<file path="config.mk">
export PLATFORM = sky130hd
export DESIGN_NAME = fft_frame_sequencer_flat
export DESIGN_NICKNAME = d
export VERILOG_FILES = /design/src/rtl/fft_frame_sequencer_if.sv /design/src/rtl/fft_frame_sequencer.sv /design/src/flat_wrapper.sv
export SDC_FILE = /design/constraint.sdc
export NUM_CORES = 1
export LEC_CHECK = 0
export ABC_AREA = 1
export ABC_CLOCK_PERIOD_IN_PS = 2950
export BUFFER_PORTS_ARGS = -buffer_cell sky130_fd_sc_hd__buf_2
export CORE_ASPECT_RATIO = 0.9
export CORE_MARGIN = 2
export CORE_UTILIZATION = 29
export CTS_BUF_LIST = sky130_fd_sc_hd__clkbuf_4 sky130_fd_sc_hd__clkbuf_8
export DETAILED_ROUTE_END_ITERATION = 8
export PLACE_DENSITY = 0.55
export SLEW_MARGIN = 20
export SYNTH_ARGS = -nofsm -noshare
export SYNTH_HDL_FRONTEND = slang
export SYNTH_SLANG_ARGS = --single-unit
</file>
<file path="constraint.sdc">
create_clock -name CLK100MHZ -period 2.95 [get_ports CLK100MHZ]
set_input_delay 0.295 -clock CLK100MHZ [delete_from_list [all_inputs] [get_ports CLK100MHZ]]
set_output_delay 0.295 -clock CLK100MHZ [all_outputs]
set_load 0.05 [all_outputs]
</file>
<file path="src/rtl/fft_frame_sequencer_if.sv">
`default_nettype none
// ============================================================================
// Module   : fft_frame_sequencer_if
// Purpose  : AXI-Stream config, data-in, data-out and event lines of the FFT core.
// Revision : 1.0
// ============================================================================
interface fft_frame_sequencer_if;
   logic        cfg_tvalid;
   logic        cfg_tready;
   logic [7:0]  cfg_tdata;
   logic        din_tvalid;
   logic        din_tready;
   logic [31:0] din_tdata;
   logic        din_tlast;
   logic        dout_tvalid;
   logic        dout_tready;
   logic        dout_tlast;
   logic        evt_tlast_unexpected;
   logic        evt_tlast_missing;

   modport master (
      output cfg_tvalid, cfg_tdata,
      input  cfg_tready,
      output din_tvalid, din_tdata, din_tlast,
      input  din_tready,
      input  dout_tvalid, dout_tlast,
      output dout_tready,
      input  evt_tlast_unexpected, evt_tlast_missing
   );

   modport slave (
      input  cfg_tvalid, cfg_tdata,
      output cfg_tready,
      input  din_tvalid, din_tdata, din_tlast,
      output din_tready,
      output dout_tvalid, dout_tlast,
      input  dout_tready,
      output evt_tlast_unexpected, evt_tlast_missing
   );
endinterface
`default_nettype wire

</file>
<file path="src/rtl/fft_frame_sequencer.sv">
`default_nettype none
// ============================================================================
// Module   : fft_frame_sequencer
// Purpose  : Configures the FFT core, then streams XADC samples in NFFT frames.
// Revision : 1.0
// ============================================================================
module fft_frame_sequencer #(
   parameter int         NFFT       = 256,
   parameter int         FIFO_DEPTH = 4,
   parameter logic [7:0] CFG_WORD   = 8'h01
) (
   input  logic                  CLK100MHZ,
   input  logic                  reset,
   input  logic                  run,
   input  logic                  clr_flags,
   input  logic                  adc_drdy,
   input  logic [15:0]           adc_do,
   fft_frame_sequencer_if.master fft,
   output logic [15:0]           frame_count,
   output logic                  overflow,
   output logic                  proto_err,
   output logic                  busy
);

   localparam int c_idx_w = $clog2(NFFT);
   localparam int c_aw    = $clog2(FIFO_DEPTH);
   localparam logic [c_idx_w-1:0] c_idx_last = c_idx_w'(NFFT - 1);
   localparam logic [c_idx_w-1:0] c_idx_one  = c_idx_w'(1);
   localparam logic [c_aw:0]      c_ptr_one  = (c_aw + 1)'(1);

   typedef enum logic [1:0] {
      ST_CFG  = 2'd0,
      ST_IDLE = 2'd1,
      ST_RUN  = 2'd2,
      ST_STOP = 2'd3
   } state_t;

   state_t               r_state;
   logic                 r_cfg_tvalid;
   logic [c_idx_w-1:0]   r_idx;
   logic [16:0]          r_mem [FIFO_DEPTH];
   logic [c_aw:0]        r_wr_ptr;
   logic [c_aw:0]        r_rd_ptr;
   logic                 r_overflow;
   logic                 r_proto_err;
   logic [15:0]          r_frame_count;

   logic                 w_empty;
   logic                 w_full;
   logic                 w_pop;
   logic                 w_accepting;
   logic                 w_push;
   logic                 w_drop;
   logic [c_idx_w-1:0]   w_idx_next;
   logic [11:0]          w_code;
   logic [15:0]          w_real;
   logic [16:0]          w_head;
   logic                 w_unused;

   assign w_empty     = (r_wr_ptr == r_rd_ptr);
   assign w_full      = (r_wr_ptr[c_aw] != r_rd_ptr[c_aw]) &&
                        (r_wr_ptr[c_aw-1:0] == r_rd_ptr[c_aw-1:0]);
   assign w_pop       = !w_empty && fft.din_tready;
   assign w_accepting = (r_state == ST_RUN) || (r_state == ST_STOP);
   // A full FIFO still takes a sample when the head leaves in the same cycle
   assign w_push      = adc_drdy && w_accepting && (!w_full || w_pop);
   assign w_drop      = adc_drdy && w_accepting && !w_push;
   assign w_idx_next  = w_push ? (r_idx + c_idx_one) : r_idx;

   // Offset-binary XADC code to two's complement, then sign-extend
   assign w_code   = {~adc_do[15], adc_do[14:4]};
   assign w_real   = {{4{w_code[11]}}, w_code};
   assign w_unused = ^adc_do[3:0];

   assign w_head = r_mem[r_rd_ptr[c_aw-1:0]];

   always_ff @(posedge CLK100MHZ or posedge reset) begin
      if (reset) begin
         r_state      <= ST_CFG;
         r_cfg_tvalid <= 1'b0;
         r_idx        <= '0;
      end else begin
         r_idx <= w_idx_next;
         case (r_state)
            ST_CFG: begin
               if (r_cfg_tvalid && fft.cfg_tready) begin
                  r_cfg_tvalid <= 1'b0;
                  r_state      <= ST_IDLE;
               end else begin
                  r_cfg_tvalid <= 1'b1;
               end
            end
            ST_IDLE: begin
               if (run) r_state <= ST_RUN;
            end
            ST_RUN: begin
               // Stopping exactly on a frame boundary needs no drain phase
               if (!run) r_state <= (w_idx_next == '0) ? ST_IDLE : ST_STOP;
            end
            ST_STOP: begin
               if (w_push && (r_idx == c_idx_last)) r_state <= ST_IDLE;
            end
            default: r_state <= ST_CFG;
         endcase
      end
   end

   always_ff @(posedge CLK100MHZ or posedge reset) begin
      if (reset) begin
         r_wr_ptr      <= '0;
         r_rd_ptr      <= '0;
         r_overflow    <= 1'b0;
         r_proto_err   <= 1'b0;
         r_frame_count <= '0;
         for (int i = 0; i < FIFO_DEPTH; i++) begin
            r_mem[i] <= '0;
         end
      end else begin
         if (w_push) begin
            r_mem[r_wr_ptr[c_aw-1:0]] <= {(r_idx == c_idx_last), w_real};
            r_wr_ptr                  <= r_wr_ptr + c_ptr_one;
         end
         if (w_pop) begin
            r_rd_ptr <= r_rd_ptr + c_ptr_one;
         end
         if (w_drop)         r_overflow <= 1'b1;
         else if (clr_flags) r_overflow <= 1'b0;
         if (fft.evt_tlast_unexpected || fft.evt_tlast_missing) r_proto_err <= 1'b1;
         else if (clr_flags)                                    r_proto_err <= 1'b0;
         if (fft.dout_tvalid && fft.dout_tlast) begin
            r_frame_count <= r_frame_count + 16'd1;
         end
      end
   end

   assign fft.cfg_tvalid  = r_cfg_tvalid;
   assign fft.cfg_tdata   = CFG_WORD;
   assign fft.din_tvalid  = !w_empty;
   assign fft.din_tdata   = {16'h0000, w_head[15:0]};
   assign fft.din_tlast   = w_head[16];
   assign fft.dout_tready = 1'b1;

   assign frame_count = r_frame_count;
   assign overflow    = r_overflow;
   assign proto_err   = r_proto_err;
   assign busy        = (r_state != ST_IDLE) || !w_empty;

endmodule
`default_nettype wire
</file>
<file path="src/flat_wrapper.sv">
// flat-port wrapper written by rule: the top's interface ports become plain ports
module fft_frame_sequencer_flat 
#(
   parameter int         NFFT       = 256,
   parameter int         FIFO_DEPTH = 4,
   parameter logic [7:0] CFG_WORD   = 8'h01
)
  (CLK100MHZ, reset, run, clr_flags, adc_drdy, adc_do, frame_count, overflow, proto_err, busy, fft_cfg_tvalid, fft_cfg_tdata, fft_cfg_tready, fft_din_tvalid, fft_din_tdata, fft_din_tlast, fft_din_tready, fft_dout_tvalid, fft_dout_tlast, fft_dout_tready, fft_evt_tlast_unexpected, fft_evt_tlast_missing);
  fft_frame_sequencer_if fft_i ();
  input  logic CLK100MHZ;
  input  logic reset;
  input  logic run;
  input  logic clr_flags;
  input  logic adc_drdy;
  input  logic [15:0] adc_do;
  output logic [15:0] frame_count;
  output logic overflow;
  output logic proto_err;
  output logic busy;
  output wire logic [$bits(fft_i.cfg_tvalid)-1:0] fft_cfg_tvalid;
  output wire logic [$bits(fft_i.cfg_tdata)-1:0] fft_cfg_tdata;
  input wire logic [$bits(fft_i.cfg_tready)-1:0] fft_cfg_tready;
  output wire logic [$bits(fft_i.din_tvalid)-1:0] fft_din_tvalid;
  output wire logic [$bits(fft_i.din_tdata)-1:0] fft_din_tdata;
  output wire logic [$bits(fft_i.din_tlast)-1:0] fft_din_tlast;
  input wire logic [$bits(fft_i.din_tready)-1:0] fft_din_tready;
  input wire logic [$bits(fft_i.dout_tvalid)-1:0] fft_dout_tvalid;
  input wire logic [$bits(fft_i.dout_tlast)-1:0] fft_dout_tlast;
  output wire logic [$bits(fft_i.dout_tready)-1:0] fft_dout_tready;
  input wire logic [$bits(fft_i.evt_tlast_unexpected)-1:0] fft_evt_tlast_unexpected;
  input wire logic [$bits(fft_i.evt_tlast_missing)-1:0] fft_evt_tlast_missing;
  assign fft_cfg_tvalid = fft_i.cfg_tvalid;
  assign fft_cfg_tdata = fft_i.cfg_tdata;
  assign fft_i.cfg_tready = fft_cfg_tready;
  assign fft_din_tvalid = fft_i.din_tvalid;
  assign fft_din_tdata = fft_i.din_tdata;
  assign fft_din_tlast = fft_i.din_tlast;
  assign fft_i.din_tready = fft_din_tready;
  assign fft_i.dout_tvalid = fft_dout_tvalid;
  assign fft_i.dout_tlast = fft_dout_tlast;
  assign fft_dout_tready = fft_i.dout_tready;
  assign fft_i.evt_tlast_unexpected = fft_evt_tlast_unexpected;
  assign fft_i.evt_tlast_missing = fft_evt_tlast_missing;
  fft_frame_sequencer #(.NFFT(NFFT), .FIFO_DEPTH(FIFO_DEPTH), .CFG_WORD(CFG_WORD)) u_core (.CLK100MHZ(CLK100MHZ), .reset(reset), .run(run), .clr_flags(clr_flags), .adc_drdy(adc_drdy), .adc_do(adc_do), .fft(fft_i), .frame_count(frame_count), .overflow(overflow), .proto_err(proto_err), .busy(busy));
endmodule
</file>
Word-level counts from Yosys, hierarchy flattened:

Cells that the tools add are included.

* output and inout bits: 63
* input port bits: 27
* bits in registers: 103

* eq/ne operators: 12
* reduce and logical (&&, ||, !) cells: 21
* bitwise logic cells: 3
* add/subtract/negate cells: 4
* magnitude comparators: 3
* mux-type cells: 17

Operator list (number)
* $bwmux W68: 1
* $mux W17: 3
* $bmux W17 S2: 1
* $demux W17 S2: 1
* $add A16 B1 Y16 const B: 1
* $mux W2: 5
* $logic_and A1 B1 Y1: 9
* $add A8 B1 Y8 const B: 1
* $eq A8 B8 Y1 const B: 1
* $logic_not A8 Y1: 1
* $mux W8: 1
* $pmux W2 S4: 1
* $add A3 B1 Y3 const B: 2
* $ge A3 B3 Y1 const B: 2
* $ne A2 B2 Y1 const B: 3
* $not A2 Y3: 2
* $eq A2 B2 Y1 const B: 2
* $logic_or A1 B1 Y1: 4
* $mux W1: 4
* $ne A2 B1 Y1 const B: 2
* $reduce_and A4 Y1: 1
* $reduce_bool A2 Y1: 2
* $eq A3 B3 Y1: 1
* $logic_not A1 Y1: 3
* other kinds (6): 6

Logic depth before layout (Yosys ltp):

Gate-level depths: netlist of run 1.

* depth after elaboration: 10
* mapped depth: 17
* gate-level depth less buffers: 16

Worst setup path after synthesis of run 1:

OpenSTA, ideal clock, no wires.

* path kind: reg-to-output
* from: register u_core.r_rd_ptr[0]
* to: output fft_din_tdata[12]
* arrival: 2.205 ns
* data required time: 2.655 ns
* setup slack: 0.450 ns
* stages on the path, launching flop included: 7
* path buffers: 3
* cells stage by stage: dfrtp_1 -> buf_6 -> inv_4 -> clkbuf_1 -> nor2_1 -> o22ai_1 -> buf_4

* word-level cells in the longest chain between the ends: 4

Ends and longest elaborated chain
* start, declared: RTL line fft_frame_sequencer.sv:43 `logic [c_aw:0] r_rd_ptr;`
* start signal, assigned: RTL line fft_frame_sequencer.sv:124 `r_rd_ptr <= r_rd_ptr + c_ptr_one;`
* $not A2 Y3 (implied by the code): RTL line fft_frame_sequencer.sv:75 `assign w_head = r_mem[r_rd_ptr[c_aw-1:0]];`
* $bmux W17 S2: RTL line fft_frame_sequencer.sv:75
* $mux W17 (implied by the code) (2 in a row): RTL line fft_frame_sequencer.sv:75
* end, declared: RTL line flat_wrapper.sv:24 `output wire logic [$bits(fft_i.din_tdata)-1:0] fft_din_tdata;`

No other way between the ends. The select of a mux whose other input is x is not followed.

Worst setup path after layout of run 1:

* from: register u_core.r_state[0]
* to: register u_core.r_mem[18] in the netlist's numbering

* word-level cells in the longest chain between the ends: 4

Ends and longest elaborated chain
* start, declared: RTL line fft_frame_sequencer.sv:38 `state_t r_state;`
* start signal, assigned: RTL line fft_frame_sequencer.sv:98 `if (!run) r_state <= (w_idx_next == '0) ? ST_IDLE : ST_STOP;`
* $eq A2 B2 Y1: RTL line fft_frame_sequencer.sv:64 `assign w_accepting = (r_state == ST_RUN) || (r_state == ST_STOP);`
* $logic_or A1 B1 Y1 (*): RTL line fft_frame_sequencer.sv:64
* $logic_and A1 B1 Y1 (*) (2 in a row): RTL line fft_frame_sequencer.sv:66 `assign w_push = adc_drdy && w_accepting && (!w_full || w_pop);`
* end signal, assigned by index: RTL line fft_frame_sequencer.sv:120 `r_mem[r_wr_ptr[c_aw-1:0]] <= {(r_idx == c_idx_last), w_real};`
* end, declared: RTL line fft_frame_sequencer.sv:41 `logic [16:0] r_mem [FIFO_DEPTH];`

Mark *: on every way between the ends. The rest lies on a longest branch, timed or not.
A chain may end at the register's enable or synchronous reset.

==> results of run 1 <==
[metrics by stage]
step | std cells | power, mW | setup slack, ns | instance area, µm² | hold slack, ns
after floorplan | 525 | 4.23 | 0.405 | 4460 | 0.401
after global placement | 741 | 4.71 | 0.616 | 4730 | 0.433
after detailed placement | 741 | 4.76 | 0.563 | 4730 | 0.438
after CTS | 757 | 5.67 | 0.512 | 4940 | 0.0194
after global routing | 757 | 6.03 | 0.260 | 4940 | 0.0452
final | 757 | 5.60 | 0.525 | 4940 | 0.00901
[synth_stat cells]
library cell	count
xor2_1	16
nor3_1	4
nand2_2	12
clkbuf_1	6
nor3b_1	1
o21ai_1	4
xnor2_1	6
buf_2	5
ha_1	12
inv_4	1
a21oi_1	1
o21ai_0	80
o2111ai_1	1
nand3b_1	2
o22ai_1	13
nand2_4	1
inv_2	3
buf_4	33
inv_1	43
conb_1	2
nor2_4	1
nand3_1	10
dfrtp_1	87
nand3_2	6
nor2_1	38
o21a_1	1
nand2_1	106
nand4_1	5
buf_6	2
[layer usage]
layer | share of wire, % | GRT usage, % | up-vias
met5 | 0 | 0 | -
met4 | 1.5 | 3.72 | 0
met3 | 7.1 | 4.44 | 13
met2 | 47 | 19.7 | 99
met1 | 45 | 15.1 | 1548
li1 | - | - | 1662
[final timing paths]
path / startpoint / to / depth (start not counted) / slack, ns
max: u_core.r_state[0]$_DFFE_PP0P_ / u_core.r_mem[18]$_DFFE_PP0P_ / 7 / 0.52
max reg2reg: u_core.r_state[0]$_DFFE_PP0P_ / u_core.r_mem[18]$_DFFE_PP0P_ / 7 / 0.52
max in group asynchronous: reset / u_core.r_mem[54]$_DFFE_PP0P_ / 3 / 2.23
min in group CLK100MHZ: clr_flags / u_core.overflow$_DFFE_PP0P_ / 2 / 0.12
min: reset / u_core.fft.cfg_tvalid$_DFFE_PP0N_ / 2 / 0.009
min reg2reg: u_core.frame_count[15]$_DFFE_PP0P_ / u_core.frame_count[15]$_DFFE_PP0P_ / 1 / 0.47
[critical path: stages (launching register included)]
cell	delay [ns]
dfrtp_1	0.44
inv_1	0.11
ha_1	0.20
o21a_1	0.49
nand2_2	0.26
inv_2	0.20
nand2_2	0.31
o21ai_0	0.30
[power groups by stage]
stage	sequential [mW]	combinational [mW]	clock, mW
after floorplan	2.01	2.22	0
after global placement	1.90	2.81	0
after detailed placement	1.92	2.85	0
after CTS	1.90	2.85	0.918
after global routing	1.96	3.10	0.977
final	1.90	2.83	0.876
[flip-flops by register name (all words and copies together), names as in the netlist]
signal,flops
u_core.r_mem,52
u_core.frame_count,16
u_core.r_idx,8
u_core.r_rd_ptr,3
u_core.r_wr_ptr,3
u_core.r_state,2
u_core.fft.cfg_tvalid,1
u_core.overflow,1
u_core.proto_err,1
[area by class of cell]
cell class                 count  share of cell area (%)
tap                          198                    5.02
clock inverter                 5                    1.29
multi-input combinational    345                    36.1
inverter                      47                    3.65
sequential                    87                    44.1
clock buffer                  11                    2.94
timing repair buffer          64                    6.94
[logic make-up (layout without fill, tap and decap cells)]
logic type | after synthesis | after routing
AOI/OAI and AO/OA | 100 | 100
xor gates and xnor gates | 22 | 22
adders and majority gates | 12 | 12
buffers and inverters | 93 | 127
DFF | 87 | 87
other | 2 | 25
and+or+nand+nor | 186 | 186
==> summary.txt, run 1 <==
Run status
  • Status: finished, final reports clean

Detailed routing
  • Final WL: 9290 µm
  • Via-to-Cell Ratio: 4.39
  • DRC: 0
  • Vias post-DR: 3322
  • 1st-iter DRT viols: 213
  • Pre-antenna DRT Iters: 4
  • Drt wl/cell: roughly 12 µm
  • Post-DRT Antenna Nets: 0

Yosys
  • Compound-Gate Fraction of Synth Area: 12.0%
  • Synthesized flop and latch total: between 80 and 90
  • Yosys warnings: 0
  • Portion of netlist area occupied by mux cells: 0%
  • Synth Area in Simple Gates: 18.8%
  • Post-Syn Area: 0.00437 mm²
  • Yosys top cell area share: approximately half
  • Adder-cell share of the synthesized area: 3.44%
  • Post-synthesis cell type count: 29
  • Syn_area_per_cell: 8.70 µm²
  • Post-synthesis xor/xnor area fraction: under 10%
  • Synthesized instance count: 502
  • Largest area contributor in the netlist: dfrtp_1
  • Main combinational cell family by area after synthesis: simple AND/OR/NAND/NOR gates
  • Synth area leaders: dfrtp_1 (50%), o21ai_0 (9.2%), nand2_1 (9.1%), buf_4 (5.7%), inv_1 (3.7%)
  • Seq/Total Area, Yosys: 49.8%

Setup path
  • Worst setup EP type: flop
  • Crit path arrival time: 2.69 ns
  • Worst Path Required: 3.22 ns
  • Critical Path Source Type: flop
  • CP Max Fanout: 26
  • Setup CP Type: reg -> reg

Placement
  • GPL Wtd Cong: 0.818
  • PortBufs: 60
  • Dpl hpwl: 6070 µm

Clocking
  • CTS Buf Count: 9
  • CTS root buffer: clkbuf_8
  • Hold Buf Count CTS: 0
  • Clock Tree Buf Depth: 2
  • # Post-CTS Setup Buffers: 0
  • Clock transition at path regs: 0.09 ns
  • TritonCTS clock tree: done
  • CTS sink cnt: 87
  • Insertion delay to the later sink of the worst-skew pair: approximately 0.37 ns
  • Post_cts resized: 0
  • # H-tree levels: 3

STA
  • RSZ-0062 raised after global routing: no
  • Final setup fails: 0
  • Final Skew: roughly 0.014 ns
  • Worst Tran Pin Value: 0.710 ns
  • FMAX: 0.412 GHz
  • Minimum clock period after layout: 2.43 ns
  • Final setup TNS: 0 ns
  • Rel. slew slack: 52.6%
  • Pins over their slew limit: 0
  • Final hold violation count: 0
  • Final period util: 82.2%

Finish
  • Fin nets: 593
  • Commonest non-fill, non-tap cells in the layout: nand2_1 (106), dfrtp_1 (87), o21ai_0 (80), buf_2 (60), inv_1 (42)
  • Layout Utilization: approximately 34%
  • Most common cell after layout, fill and taps aside: nand2_1
  • Multi-input logic area: 0.00178 mm²
  • FILL cells: 1551
  • Diodes inserted: 0
  • Share of cells above drive strength 1: 18.8%
  • Sequential Area: 0.00218 mm²
  • Area Growth Syn to Fin: 13.0%

Die
  • Die H: 120 µm
  • Die ar.: roughly 0.016 mm²
  • Die width: about 130 µm
  • Initial cell density of the core: ~30%
  • IO Pins: 90
  • Core Region: 0.0147 mm²
  • Row count: 42

Pwr
  • Seq pwr share: between 30% and 40%
  • Switching share of total power: 50.5%
  • Pleak: 2.52 nW
  • Max IR drop VDD: 0.847 mV
  • PwrDens: 1130 mW/mm²
  • Logic gate share of total power: approximately half
  • Pint: 2.77 mW
  • Clock Power Share: between 15 and 20%
  • Switching pwr: 2.83 mW

Global route
  • Total GRT Usage: approximately an eighth
  • Vias in the first global route: 3106
  • Initial antenna violation count: 0
  • Largest net degree at the start of global routing: 50
  • First-pass GRT wire length: 15300 µm
  • GRT overflow: 0

Worst hold path
  • Worst Hold Class: in -> async

Run
  • Max-cap violation count: 0
Note: power is estimated with default switching activity, not from simulation.
==> run 2, diff against run 1 <==
--- a/config.mk
+++ b/config.mk
@@ -6,7 +6,7 @@
 export NUM_CORES = 1
 export LEC_CHECK = 0
 export ABC_AREA = 1
-export ABC_CLOCK_PERIOD_IN_PS = 2950
+export ABC_CLOCK_PERIOD_IN_PS = 2400
 export BUFFER_PORTS_ARGS = -buffer_cell sky130_fd_sc_hd__buf_2
 export CORE_ASPECT_RATIO = 0.9
 export CORE_MARGIN = 2
==> constraint.sdc (replaced) <==
create_clock -name CLK100MHZ -period 2.4 [get_ports CLK100MHZ]
set_input_delay 0.24 -clock CLK100MHZ [delete_from_list [all_inputs] [get_ports CLK100MHZ]]
set_output_delay 0.24 -clock CLK100MHZ [all_outputs]
set_load 0.05 [all_outputs]
==> run 2 against run 1 <==
Compared with the run above: total power rose by 24%; setup slack worse by 0.25 ns; register-to-register slack got worse by 0.08 ns; count of clock-buffer cells in the layout grew 1; non-clock buffer count grew 5; critical path type is now reg -> out; largest cell class unchanged; highest routed layer unchanged.
==> summary.txt, run 2 (synthesis gave the netlist of run 1 again) <==
Setup path
  • Worst Setup SP: u_core.r_rd_ptr[0]$_DFFE_PP0P_
  • R2R Path Start: u_core.r_rd_ptr[1]$_DFFE_PP0P_
  • R2R setup slack: 0.44 ns
  • Critical-path cell list: inv_4 > buf_4 > nor2_1 > o22ai_1 > buf_2
  • Critical-path top delay cell: dfrtp_2
  • Setup CP Type: reg -> out
  • Worst Path Required: 2.16 ns
  • Crit path arrival time: 1.89 ns
  • CP Max Fanout: 27
  • Worst setup EP type: primary output
  • CP top delay family: buffers and inverters
  • CP peak stage delay: 0.50 ns
  • Critical Path Source Type: flop
  • CP bufs+invs: 3

Global route
  • Initial antenna violation count: 0
  • First-pass GRT wire length: 15300 µm
  • Vias in the first global route: between 3000 and 4000
  • Total GRT Usage: 12.1%
  • Largest net degree at the start of global routing: 34
  • Grt met2 use: 20.2%
  • Met1 GRT Util: 14.5%
  • Global routing's busiest layer: met2
  • M3 GR Usage: 4.19%
  • GRT overflow: 0

Pwr
  • PwrDens: 1390 mW/mm²
  • Logic gate share of total power: 50.5%
  • Max IR drop VDD: 0.914 mV
  • Pint: roughly 3.5 mW
  • Switching share of total power: 50.0%
  • Pleak: 2.55 nW
  • Power Total: 6.93 mW
  • Clock Power Share: 15.7%
  • Switching pwr: 3.46 mW
  • Seq pwr share: between 30% and 40%

Finish
  • Sequential Area: roughly 0.0022 mm²
  • Non-filler cells, final: 762
  • Fin nets: 598
  • Most common cell after layout, fill and taps aside: nand2_1
  • Max reg flops: 52
  • FILL cells: 1557
  • Area Growth Syn to Fin: 14.2%
  • Commonest non-fill, non-tap cells in the layout: nand2_1 (106), dfrtp_1 (86), o21ai_0 (80), buf_2 (60), inv_1 (42)
  • Share of cells above drive strength 1: between 10% and 20%
  • Multi-input logic area: 0.00179 mm²
  • Layout Utilization: 33.9%
  • Cell area after layout: 0.00499 mm²
  • Most flop-heavy register: u_core.r_mem
  • Diodes inserted: 0

STA
  • FMAX: 0.470 GHz
  • Worst Tran Pin Value: approximately 0.8 ns
  • Worst hold slack: 0.0130 ns
  • PnR worst setup slack: 0.270 ns
  • Final Skew: 0.00774 ns
  • Rel. slew slack: 46.7%
  • Final setup fails: 0
  • Final hold violation count: 0
  • RSZ-0062 raised after global routing: no
  • Final period util: 88.7%
  • Pins over their slew limit: 0
  • Final setup TNS: 0 ns
  • Minimum clock period after layout: 2.13 ns

Clocking
  • TritonCTS clock tree: done
  • CTS root buffer: clkbuf_8
  • Clock transition at path regs: approximately 0.090 ns
  • Clock Tree Buf Depth: 2
  • Hold Buf Count CTS: 0
  • Insertion delay to the later sink of the worst-skew pair: between 0.3 and 0.4 ns
  • # H-tree levels: 3
  • CTS Buf Count: 9
  • # Post-CTS Setup Buffers: 0
  • CTS sink cnt: 87

Worst hold path
  • Worst Hold Class: in -> async

Die
  • Die ar.: approximately 0.016 mm²
  • Row count: 42
  • Die width: 133 µm
  • Initial cell density of the core: 29.7%
  • IO Pins: 90
  • Core Region: 0.0147 mm²
  • Die H: around 120 µm

Run
  • Max-cap violation count: 0

Detailed routing
  • Vias post-DR: 3350
  • 1st-iter DRT viols: 169
  • Post-DRT Antenna Nets: 0
  • Via-to-Cell Ratio: 4.40
  • Drt wl/cell: 12.1 µm
  • Pre-antenna DRT Iters: 4
  • DRC: 0
  • Final WL: 9230 µm

Placement
  • Dpl ws: slightly above 0.4 ns
  • PortBufs: 60
  • Placed cell count: 746
  • Placed Area: 0.00478 mm²
  • GPL Wtd Cong: roughly 0.77
  • Dpl hpwl: 6280 µm

Run status
  • Status: finished, final reports clean
-- run 2: changes by cell type in the layout (fill, tap and decap cells not counted), sizes merged --
cell	delta
clkbuf	+1
buf	+5
clkinvlp	+2
clkinv	-1
inv	-2
-- run 2: area by class of cell --
type / instances / share of cell area [%]
inverters: 47 / 3.66
flip-flops and latches: 87 / 43.7
multi-input cells: 345 / 35.8
well taps: 198 / 4.96
clock inverters: 4 / 1.08
clock buffers: 12 / 3.18
repair buffers: 69 / 7.62
-- run 2: worst reg2reg max path, stage by stage (launching register included) --
cell and delay (ns):
dfrtp_1 0.57, inv_2 0.07, nand2_2 0.07, nand2_2 0.06, nor2_4 0.15, nand2_2 0.08, nand2_2 0.17, inv_2 0.12
nand2_2 0.39, o21ai_0 0.15
-- run 2: per-layer routing --
| layer | wire, µm | share of wire (%) |
|---|---|---|
| met5 | 0 | 0 |
| met3 | 571 | 6.2 |
| met4 | 171 | 1.9 |
| met1 | 4110 | 45 |
| met2 | 4380 | 47 |
-- run 2: path summary, 6_finish.rpt --
check	cells after the start	end
max	5	fft_din_tdata[4]
max in group asynchronous	3	u_core.frame_count[12]$_DFFE_PP0P_
min in group CLK100MHZ	2	u_core.proto_err$_DFFE_PP0P_
min	2	u_core.r_wr_ptr[1]$_DFFE_PP0P_
max reg2reg	9	u_core.r_mem[60]$_DFFE_PP0P_
min reg2reg	1	u_core.frame_count[15]$_DFFE_PP0P_
-- run 2: what timing repair did --
item | in CTS | in global routing
setup endpoints to repair | 0 | 1
resized for setup | 0 | 1
hold endpoints to repair | 0 | 0
-- run 2: power groups by stage --
stage               Combinational [mW]  Clock, mW  Sequential (mW)
global route                      3.85       1.18             2.42
CTS                               3.55       1.15             2.34
global placement                  3.48          0             2.35
finish                            3.50       1.09             2.34
floorplan                         2.75          0             2.47
detailed placement                3.54          0             2.37
==> run 3, diff against run 2 <==
--- a/config.mk
+++ b/config.mk
@@ -11,9 +11,9 @@
 export CORE_ASPECT_RATIO = 0.9
 export CORE_MARGIN = 2
 export CORE_UTILIZATION = 29
-export CTS_BUF_LIST = sky130_fd_sc_hd__clkbuf_4 sky130_fd_sc_hd__clkbuf_8
 export DETAILED_ROUTE_END_ITERATION = 8
 export PLACE_DENSITY = 0.55
+export SKIP_LAST_GASP = 1
 export SLEW_MARGIN = 20
 export SYNTH_ARGS = -nofsm -noshare
 export SYNTH_HDL_FRONTEND = slang
==> run 3 against run 2 <==
Compared with the run above: via count about the same; non-clock buffer count unchanged; largest cell class unchanged; global-route usage hardly changed; register-to-register slack barely moved.
==> summary.txt, run 3 (synthesis gave the netlist of run 1 again) <==
Global route
  • Global routing's busiest layer: met2
  • First-pass GRT wire length: 15400 µm
  • GRT overflow: 0
  • Grt met2 use: 20.2%
  • Vias in the first global route: 3234
  • Total GRT Usage: approximately an eighth
  • Met1 GRT Util: 14.6%
  • Largest net degree at the start of global routing: 34
  • Initial antenna violation count: 0
  • M3 GR Usage: roughly 4%

Finish
  • Cell area after layout: 0.00509 mm²
  • Fin nets: 598
  • Most common cell after layout, fill and taps aside: nand2_1
  • Most flop-heavy register: u_core.r_mem
  • Non-filler cells, final: 762
  • Max reg flops: 52
  • Commonest non-fill, non-tap cells in the layout: nand2_1 (106), dfrtp_1 (87), o21ai_0 (80), buf_2 (60), inv_1 (42)
  • Diodes inserted: 0
  • Area Growth Syn to Fin: 16.4%
  • Share of cells above drive strength 1: 19.5%

Pwr
  • Switching share of total power: 48.1%
  • Max IR drop VDD: between 0.9 and 1 mV
  • Pleak: between 2 and 3 nW
  • Seq pwr share: roughly a third
  • Switching pwr: 3.51 mW
  • Pint: 3.78 mW
  • Logic gate share of total power: 48.0%
  • Power Total: 7.29 mW
  • Clock Power Share: around a fifth
  • PwrDens: 1430 mW/mm²

Clocking
  • Hold Buf Count CTS: 0
  • CTS root buffer: clkbuf_16
  • Clock transition at path regs: about 0.060 ns
  • Post_cts resized: 0
  • Insertion delay to the later sink of the worst-skew pair: 0.34 ns
  • # Post-CTS Setup Buffers: 0
  • TritonCTS clock tree: done
  • # H-tree levels: 3
  • CTS Buf Count: 9
  • Clock Tree Buf Depth: 2
  • CTS sink cnt: 87

Detailed routing
  • Post-DRT Antenna Nets: 0
  • 1st-iter DRT viols: 163
  • Final WL: 9210 µm
  • Pre-antenna DRT Iters: 4
  • Via-to-Cell Ratio: 4.39
  • Vias post-DR: 3348
  • Drt wl/cell: about 12 µm
  • DRC: 0

Die
  • Die ar.: around 0.016 mm²
  • IO Pins: 90
  • Core Region: 0.0147 mm²
  • Die H: 120 µm
  • Die width: 133 µm
  • Row count: 42
  • Initial cell density of the core: 29.7%

STA
  • Worst Tran Pin Value: about 0.79 ns
  • FMAX: between 0.4 and 0.5 GHz
  • Final Skew: between 0.005 and 0.006 ns
  • Final period util: 90.2%
  • Final hold violation count: 0
  • RSZ-0062 raised after global routing: no
  • Rel. slew slack: around 47%
  • Final setup fails: 0
  • Pins over their slew limit: 0
  • Minimum clock period after layout: 2.17 ns
  • Final setup TNS: 0 ns

Placement
  • Dpl hpwl: roughly 6300 µm
  • Placed cell count: 746
  • Placed Area: 0.00478 mm²
  • PortBufs: 60
  • GPL Wtd Cong: 0.773

Setup path
  • Critical-path top delay cell: dfrtp_1
  • Worst Path Required: 2.16 ns
  • CP bufs+invs: 2
  • R2R setup slack: between 0.4 and 0.5 ns
  • Critical Path Source Type: flop
  • CP peak stage delay: 0.59 ns
  • Setup CP Type: reg -> out
  • CP Max Fanout: 19
  • CP top delay family: buffers and inverters
  • Critical-path cell list: buf_4 > o21ai_0 > o22ai_2 > buf_2
  • Worst setup EP type: primary output
  • Crit path arrival time: 1.93 ns

Run
  • Max-cap violation count: 0

Run status
  • Status: finished, final reports clean

Worst hold path
  • Worst Hold Class: in -> async
-- run 3: cell counts in the layout (fill, tap and decap cells not counted) --
No cell type changed its count.
-- run 3: metrics by stage --
| stage | utilization, % | hold WS (ns) | setup WS (ns) |
|---|---|---|---|
| 3_3_place_gp | 32.5 | 0.440 | 0.419 |
| 2_1_floorplan | - | 0.346 | 0.323 |
| 5_1_grt | 34.6 | 0.0913 | 0.0527 |
| 6_report | 34.6 | 0.0432 | 0.235 |
| 4_1_cts | 34.6 | 0.0714 | 0.188 |
| 3_5_place_dp | 32.5 | 0.439 | 0.410 |
-- run 3: final timing paths --
kind	from	to	cells past startpoint
worst max-delay path	u_core.r_rd_ptr[0]$_DFFE_PP0P_	fft_din_tdata[13]	4
worst min-delay path	reset	u_core.r_wr_ptr[0]$_DFFE_PP0P_	2
worst max register to register	u_core.r_rd_ptr[0]$_DFFE_PP0P_	u_core.r_mem[50]$_DFFE_PP0P_	9
worst min register to register	u_core.frame_count[15]$_DFFE_PP0P_	u_core.frame_count[15]$_DFFE_PP0P_	1
max in group asynchronous	reset	u_core.frame_count[12]$_DFFE_PP0P_	3
min in group CLK100MHZ	clr_flags	u_core.overflow$_DFFE_PP0P_	2
-- run 3: area by class of cell --
class / count / area [µm²]
clock buffer: 12 / 256
clock inverter: 4 / 53.8
fill: 1548 / 9630
inverter: 47 / 183
multi-input combinational: 345 / 1790
sequential: 87 / 2180
tap: 198 / 248
timing repair buffer: 69 / 380
-- run 3: worst register-to-register path: cells and delay by family (launching register included) --
family | cells | cell delay [ns]
AND/OR/NAND/NOR | 6 | 0.91
flip-flops | 1 | 0.59
buffers and inverters | 2 | 0.17
AO/OA/AOI/OAI | 1 | 0.16
-- run 3: power groups by stage --
stage          clock (mW)  sequential [mW]  combinational [mW]
2_1_floorplan           0             2.47                2.75
3_3_place_gp            0             2.35                3.48
3_5_place_dp            0             2.37                3.54
4_1_cts              1.49             2.35                3.54
5_1_grt              1.54             2.42                3.85
6_report             1.45             2.35                3.50
-- run 3: layer usage --
metal	share of wire (%)	wire [µm]
met1	46	4190
met2	47	4300
met3	6.2	567
met4	1.6	148
met5	0	0
